File: src/rtl/wdt_rst_req_if.sv
// Register-slave bus between the CPU I/O decoder and the watchdog.
// One-cycle strobe in, registered acknowledge and read data out.
interface wdt_rst_req_if;
    logic        stb;
    logic        we;
    logic [1:0]  addr;
    logic [31:0] din;
    logic [31:0] dout;
    logic        ack;

    modport master (output stb, we, addr, din, input  dout, ack);
    modport slave  (input  stb, we, addr, din, output dout, ack);
endinterface

File: src/rtl/wdt_rst_req.sv
// Watchdog that drives an active-low reset request pulse on timeout or on a bad kick key.
// Define WDT_WARN_EN to add the quarter-timeout early-warning interrupt.
module wdt_rst_req #(
    parameter int                   CNT_WIDTH   = 24,
    parameter int                   PULSE_LEN   = 16,
    parameter logic [7:0]           KICK_KEY    = 8'hA5,
    parameter logic [CNT_WIDTH-1:0] DEF_TIMEOUT = {CNT_WIDTH{1'b1}}
) (
    input  logic         clk,
    input  logic         rst,
    wdt_rst_req_if.slave bus,
    output logic         rst_req_n,
    output logic         warn_irq
);
    localparam int PW = (PULSE_LEN > 1) ? $clog2(PULSE_LEN) : 1;
    localparam logic [1:0] A_CTRL = 2'd0, A_TIMEOUT = 2'd1, A_KICK = 2'd2, A_COUNT = 2'd3;

    typedef enum logic [1:0] {IDLE, ARMED, FIRE} state_t;

    state_t               state_q;
    logic                 en_q, lock_q, bad_q, rst_req_q, ack_q, cause_q;
    logic [CNT_WIDTH-1:0] count_q, timeout_q, timeout_d;
    logic [PW-1:0]        pulse_q;
    logic [31:0]          dout_q, rd_data;
    logic                 wr, wr_ctrl, wr_to, kick, kick_ok, en_d;
    logic                 unused_din;

    assign unused_din = ^bus.din[31:CNT_WIDTH];

    always_comb begin
        wr        = bus.stb && bus.we && (state_q != FIRE);
        wr_ctrl   = wr && (bus.addr == A_CTRL);
        wr_to     = wr && (bus.addr == A_TIMEOUT);
        kick      = wr && (bus.addr == A_KICK) && (state_q == ARMED);
        kick_ok   = kick && (bus.din[7:0] == KICK_KEY);
        // Once locked, software can still set en but never clear it.
        en_d      = wr_ctrl ? (bus.din[0] | (lock_q & en_q)) : en_q;
        timeout_d = (bus.din[CNT_WIDTH-1:0] == '0) ? CNT_WIDTH'(1) : bus.din[CNT_WIDTH-1:0];
        case (bus.addr)
            A_CTRL:    rd_data = {28'b0, cause_q, warn_irq, lock_q, en_q};
            A_TIMEOUT: rd_data = 32'(timeout_q);
            A_COUNT:   rd_data = 32'(count_q);
            default:   rd_data = '0;
        endcase
    end

`ifdef WDT_WARN_EN
    logic warn_q;
    assign warn_irq = warn_q;
`else
    assign warn_irq = 1'b0;
`endif

    always_ff @(posedge clk) begin
        if (rst) begin
            state_q   <= IDLE;
            en_q      <= 1'b0;
            lock_q    <= 1'b0;
            bad_q     <= 1'b0;
            rst_req_q <= 1'b1;
            ack_q     <= 1'b0;
            dout_q    <= '0;
            count_q   <= DEF_TIMEOUT;
            timeout_q <= DEF_TIMEOUT;
            pulse_q   <= '0;
`ifdef WDT_WARN_EN
            warn_q    <= 1'b0;
`endif
        end else begin
            ack_q  <= bus.stb;
            dout_q <= (bus.stb && !bus.we) ? rd_data : '0;
            en_q   <= en_d;
            if (wr_ctrl) lock_q <= lock_q | bus.din[1];
            if (wr_to)   timeout_q <= timeout_d;
            case (state_q)
                IDLE: begin
                    if (en_d && !en_q) begin
                        count_q <= timeout_q;
                        state_q <= ARMED;
                    end
                end
                ARMED: begin
                    // A valid kick in the expiry cycle still rescues the system.
                    if (bad_q || (count_q == '0 && !kick_ok)) begin
                        state_q   <= FIRE;
                        rst_req_q <= 1'b0;
                        pulse_q   <= PW'(PULSE_LEN - 1);
                        bad_q     <= 1'b0;
`ifdef WDT_WARN_EN
                        warn_q    <= 1'b0;
`endif
                    end else if (!en_d) begin
                        state_q <= IDLE;
`ifdef WDT_WARN_EN
                        warn_q  <= 1'b0;
`endif
                    end else if (kick_ok) begin
                        count_q <= timeout_q;
`ifdef WDT_WARN_EN
                        warn_q  <= 1'b0;
`endif
                    end else begin
                        count_q <= count_q - CNT_WIDTH'(1);
                        bad_q   <= kick;
`ifdef WDT_WARN_EN
                        if (count_q - CNT_WIDTH'(1) == (timeout_q >> 2)) warn_q <= 1'b1;
`endif
                    end
                end
                FIRE: begin
                    if (pulse_q == '0) begin
                        state_q   <= IDLE;
                        rst_req_q <= 1'b1;
                        en_q      <= 1'b0;
                    end else begin
                        pulse_q <= pulse_q - PW'(1);
                    end
                end
                default: state_q <= IDLE;
            endcase
        end
    end

    // Reset cause must survive the system reset it provoked, so it sits outside rst.
    always_ff @(posedge clk) begin
        if (state_q == FIRE)             cause_q <= 1'b1;
        else if (wr_ctrl && bus.din[2])  cause_q <= 1'b0;
    end

    assign bus.dout  = dout_q;
    assign bus.ack   = ack_q;
    assign rst_req_n = rst_req_q;
endmodule
File: src/flat_wrapper.sv
// flat-port wrapper written by rule: the top's interface ports become plain ports
module wdt_rst_req_flat 
#(
    parameter int                   CNT_WIDTH   = 24,
    parameter int                   PULSE_LEN   = 16,
    parameter logic [7:0]           KICK_KEY    = 8'hA5,
    parameter logic [CNT_WIDTH-1:0] DEF_TIMEOUT = {CNT_WIDTH{1'b1}}
)
  (clk, rst, rst_req_n, warn_irq, bus_stb, bus_we, bus_addr, bus_din, bus_dout, bus_ack);
  wdt_rst_req_if bus_i ();
  input  logic clk;
  input  logic rst;
  output logic rst_req_n;
  output logic warn_irq;
  input wire logic [$bits(bus_i.stb)-1:0] bus_stb;
  input wire logic [$bits(bus_i.we)-1:0] bus_we;
  input wire logic [$bits(bus_i.addr)-1:0] bus_addr;
  input wire logic [$bits(bus_i.din)-1:0] bus_din;
  output wire logic [$bits(bus_i.dout)-1:0] bus_dout;
  output wire logic [$bits(bus_i.ack)-1:0] bus_ack;
  assign bus_i.stb = bus_stb;
  assign bus_i.we = bus_we;
  assign bus_i.addr = bus_addr;
  assign bus_i.din = bus_din;
  assign bus_dout = bus_i.dout;
  assign bus_ack = bus_i.ack;
  wdt_rst_req #(.CNT_WIDTH(CNT_WIDTH), .PULSE_LEN(PULSE_LEN), .KICK_KEY(KICK_KEY), .DEF_TIMEOUT(DEF_TIMEOUT)) u_core (.clk(clk), .rst(rst), .bus(bus_i), .rst_req_n(rst_req_n), .warn_irq(warn_irq));
endmodule
File: config.mk
export PLATFORM = sky130hd
export DESIGN_NAME = wdt_rst_req_flat
export DESIGN_NICKNAME = d
export VERILOG_FILES = /design/src/rtl/wdt_rst_req_if.sv /design/src/rtl/wdt_rst_req.sv /design/src/flat_wrapper.sv
export SDC_FILE = /design/constraint.sdc
export NUM_CORES = 1
export LEC_CHECK = 0
export CORE_ASPECT_RATIO = 1.2
export CORE_MARGIN = 2
export CORE_UTILIZATION = 48
export DETAILED_ROUTE_END_ITERATION = 8
export GPL_TIMING_DRIVEN = 0
export PLACE_DENSITY = 0.86
export SLEW_MARGIN = 20
export SYNTH_ARGS = -nofsm -noshare
export SYNTH_HDL_FRONTEND = slang
export SYNTH_SLANG_ARGS = --single-unit
File: constraint.sdc
create_clock -name clk -period 2.2 [get_ports clk]
set_clock_uncertainty 0.15 [all_clocks]
set_input_delay 0.22 -clock clk [delete_from_list [all_inputs] [get_ports clk]]
set_output_delay 0.22 -clock clk [all_outputs]
set_load 0.005 [all_outputs]
==> summary.md <==
| Metric | Value |
|---|---|
| Outcome | `finished, violations left` |
| Failing checks | `setup timing` |
| H-tree Lvls | `3` |
| Largest family of logic cells by synthesized area | `simple AND/OR/NAND/NOR gates` |
| Post-route ant nets | `0` |
| Worst hold path class | `input port to register` |
| TritonRoute pass-1 iters | `7` |
| Setup tns final | `-6380 ps` |
| Critical path class | `register to register` |
| Syn_area_per_cell | `8.01 um2` |
| Fillers | `645` |
| Vias in the first global route | `4716` |
| CTS buffer count | `9` |
| Period minus WS final | `2510 ps` |
| Vias | `4754` |
| Final setup margin | `-308 ps` |
| P&R area growth vs syn | `40.9%` |
| Nets | `672` |
| Placed Cells | `705` |
| Post-synthesis compound-gate area fraction | `0.190` |
| Synth Area in Adders | `0.0149` |
| CP max FO | `3` |
| R2R setup slack | `-310 ps` |
| # DRC | `0` |
| Slew Limit Fails | `0` |
| Crit path DAT | `2660 ps` |
| Clock root buffer | `clkbuf_8` |
| Pleak | `0.00233 uW` |
| Post-synth cell types | `61` |
| Fin crit share | `1.14` |
| DRT iter0 DRCs | `446` |
| EDFF count, synth | `0` |
| Slew @ Worst Pin | `682 ps` |
| Post-synthesis register bit count | `84` |
| Warnings, synthesis | `0` |
| DR vias/cell | `6.35` |
| # IOs | `73` |
| Initial Util | `0.491` |
| Antenna cells | `0` |
| RSZ-0062 raised after global routing | `yes` |
| Relative slew slack | `0.546` |
| Die Width | `89.5 um` |
| Share of layout cells above drive strength 1 | `0.236` |
| Final Hold Viols | `0` |
| Worst-Skew Late Latency | `370 ps` |
| CTS tree | `done` |
| Final wirelength | `15500 um` |
| Hold Slack | `212 ps` |
| Max-cap viol count | `0` |
| Synth Area in Simple Gates | `0.273` |
| GR Overflow Total | `0` |
| Ys async rst share | `0` |
| Startpoint type of the worst setup path | `register` |
| CTS Hold Bufs | `0` |
| Post-placement worst setup slack | `-686 ps` |
| GRT Total Usage | `0.320` |
| Max IR drop VDD | `397 uV` |
| Hpwl dp | `9680 um` |
| Global-route wire length before repair | `23200 um` |
| Most frequent cells in the layout | `79 x nand2_1, 79 x dfxtp_1, 69 x nor2_1` |
| Mapped cell area | `0.00421 mm2` |
| # clock sinks | `84` |
| Finish-stage setup viols | `32` |
| Final core occ | `0.692` |
| Crit. End Element | `register` |
| # rows | `37` |
| Initial antenna violation count | `0` |
| Clk buf depth | `2` |
| Fmax | `399 MHz` |
| Die Area | `0.00953 mm2` |
| Critical path data required time | `2350 ps` |
| Mapped Cells | `525` |
| WL/cell | `20.6 um` |
| Core ar. | `0.00856 mm2` |
| Mux share of post-synthesis cell area | `0.0571` |
| Seq/Total Area, Yosys | `0.400` |
| PwrDens | `608 mW/mm2` |
| Clock transition at path regs | `90 ps` |
| Post-synth top flop | `dfxtp_1` |
| Finished Layout Cells | `749` |
| Largest net degree at the start of global routing | `14` |
| Die height | `107 um` |
| Synth Area in XOR/XNOR | `0` |
| RD Place Congestion | `0.971` |
| IO buf count | `55` |
[what timing repair did]
item / in CTS / in global routing
setup buffers: 24 / 7
gates resized for setup: 87 / 36
pin swaps: 31 / 22
setup endpoints to repair: 64 / 59
cloned: 2 / 0
[final timing paths]
check / startpoint / to / cells past startpoint
setup / recovery: u_core.state_q[0] / u_core.state_q[0] / 8
hold / removal: bus_din[0] / u_core.timeout_q[0] / 3
hold reg to reg: u_core.cause_q / u_core.cause_q / 1
setup reg to reg: u_core.state_q[0] / u_core.state_q[0] / 8
[power breakdown]
group | internal [uW] | leakage [uW] | switching (uW)
Sequential | 1570 | 0.000683 | 38.3
Combinational | 298 | 0.00154 | 395
Clock | 740 | 0.000111 | 567
Total | 2600 | 0.00233 | 1000
[routing by layer]
layer  GRT usage  up-vias  routed length, um  share of wire
li1            -     2082                  -              -
met2       0.526      324               7560           0.49
met1       0.377     2268               5810           0.38
met3      0.0536       80               1340          0.087
met5           0        -                  0              0
met4       0.198        0                751          0.049
[stage by stage]
| stage | cell area [um2] | power (uW) |
|---|---|---|
| global placement | 4980 | 2150 |
| finish | 5930 | 3610 |
| CTS | 5780 | 3530 |
| floorplan | 4280 | 1950 |
| detailed placement | 4980 | 2170 |
| global route | 5930 | 3710 |
[logic make-up (layout without fill, tap and decap cells)]
logic type / count (synthesis) / in the layout
compound gates: 116 / 116
fa+ha+maj: 5 / 5
buf+inv: 56 / 155
flops: 84 / 84
mux: 24 / 24
other cells: 1 / 9
simple gates: 239 / 239
[flip-flops by register name, summed over array words and instances, names as in the netlist]
register / cells
u_core.rst_req_n: 1
u_core.en_q: 1
u_core.state_q: 2
u_core.pulse_q: 4
u_core.lock_q: 1
u_core.bad_q: 1
u_core.bus.ack: 1
u_core.cause_q: 1
u_core.bus.dout: 24
u_core.count_q: 24
u_core.timeout_q: 24
[final cells by class]
| type | instances | area [um2] | share of cell area |
|---|---|---|---|
| inverter | 11 | 43.8 | 0.00739 |
| clock inverter | 5 | 103 | 0.0173 |
| timing repair buffer | 87 | 851 | 0.144 |
| buffer | 43 | 332 | 0.0559 |
| tap | 117 | 146 | 0.0247 |
| clock buffer | 9 | 124 | 0.0209 |
| sequential | 84 | 1690 | 0.286 |
| multi-input combinational | 393 | 2640 | 0.445 |
[worst max-delay path, stage by stage (launching register included)]
cell and delay, ps:
dfxtp_2 350, inv_2 50, ha_4 160, nand4bb_4 210, or3_4 380, a21oi_1 470
a211oi_2 120, or3b_1 400, a21oi_1 130
[cells in the mapped netlist (2+ instances only)]
master,instances,area [um2]
a32oi_1,16,140
nand4b_1,2,17.5
a211oi_1,4,30.0
clkbuf_1,26,97.6
o21ai_0,29,145
o31ai_1,3,22.5
nand4_1,6,37.5
nand3_1,35,175
and2_1,2,12.5
inv_1,11,41.3
or3b_1,2,17.5
mux2i_1,24,240
o22ai_1,16,100
a2bb2oi_1,2,17.5
nor3_1,8,40.0
buf_2,2,10.0
dfxtp_1,84,1680
nor4_2,2,25.0
nand2_1,79,297
a21oi_1,14,70.1
nor2b_1,4,25.0
a21o_1,3,22.5
and3_1,3,18.8
buf_6,2,22.5
ha_1,5,62.6
nand2b_1,3,18.8
nor4_1,8,50.1
a31o_2,3,26.3
o41ai_1,2,17.5
a31oi_1,5,31.3
buf_4,9,67.6
nor2_1,70,263
a221o_1,4,40.0
a22oi_1,3,22.5
and3b_2,2,20.0
or3_2,2,15.0
a41oi_1,2,17.5
buf_1,5,18.8
(Power assumes the default switching activity.)
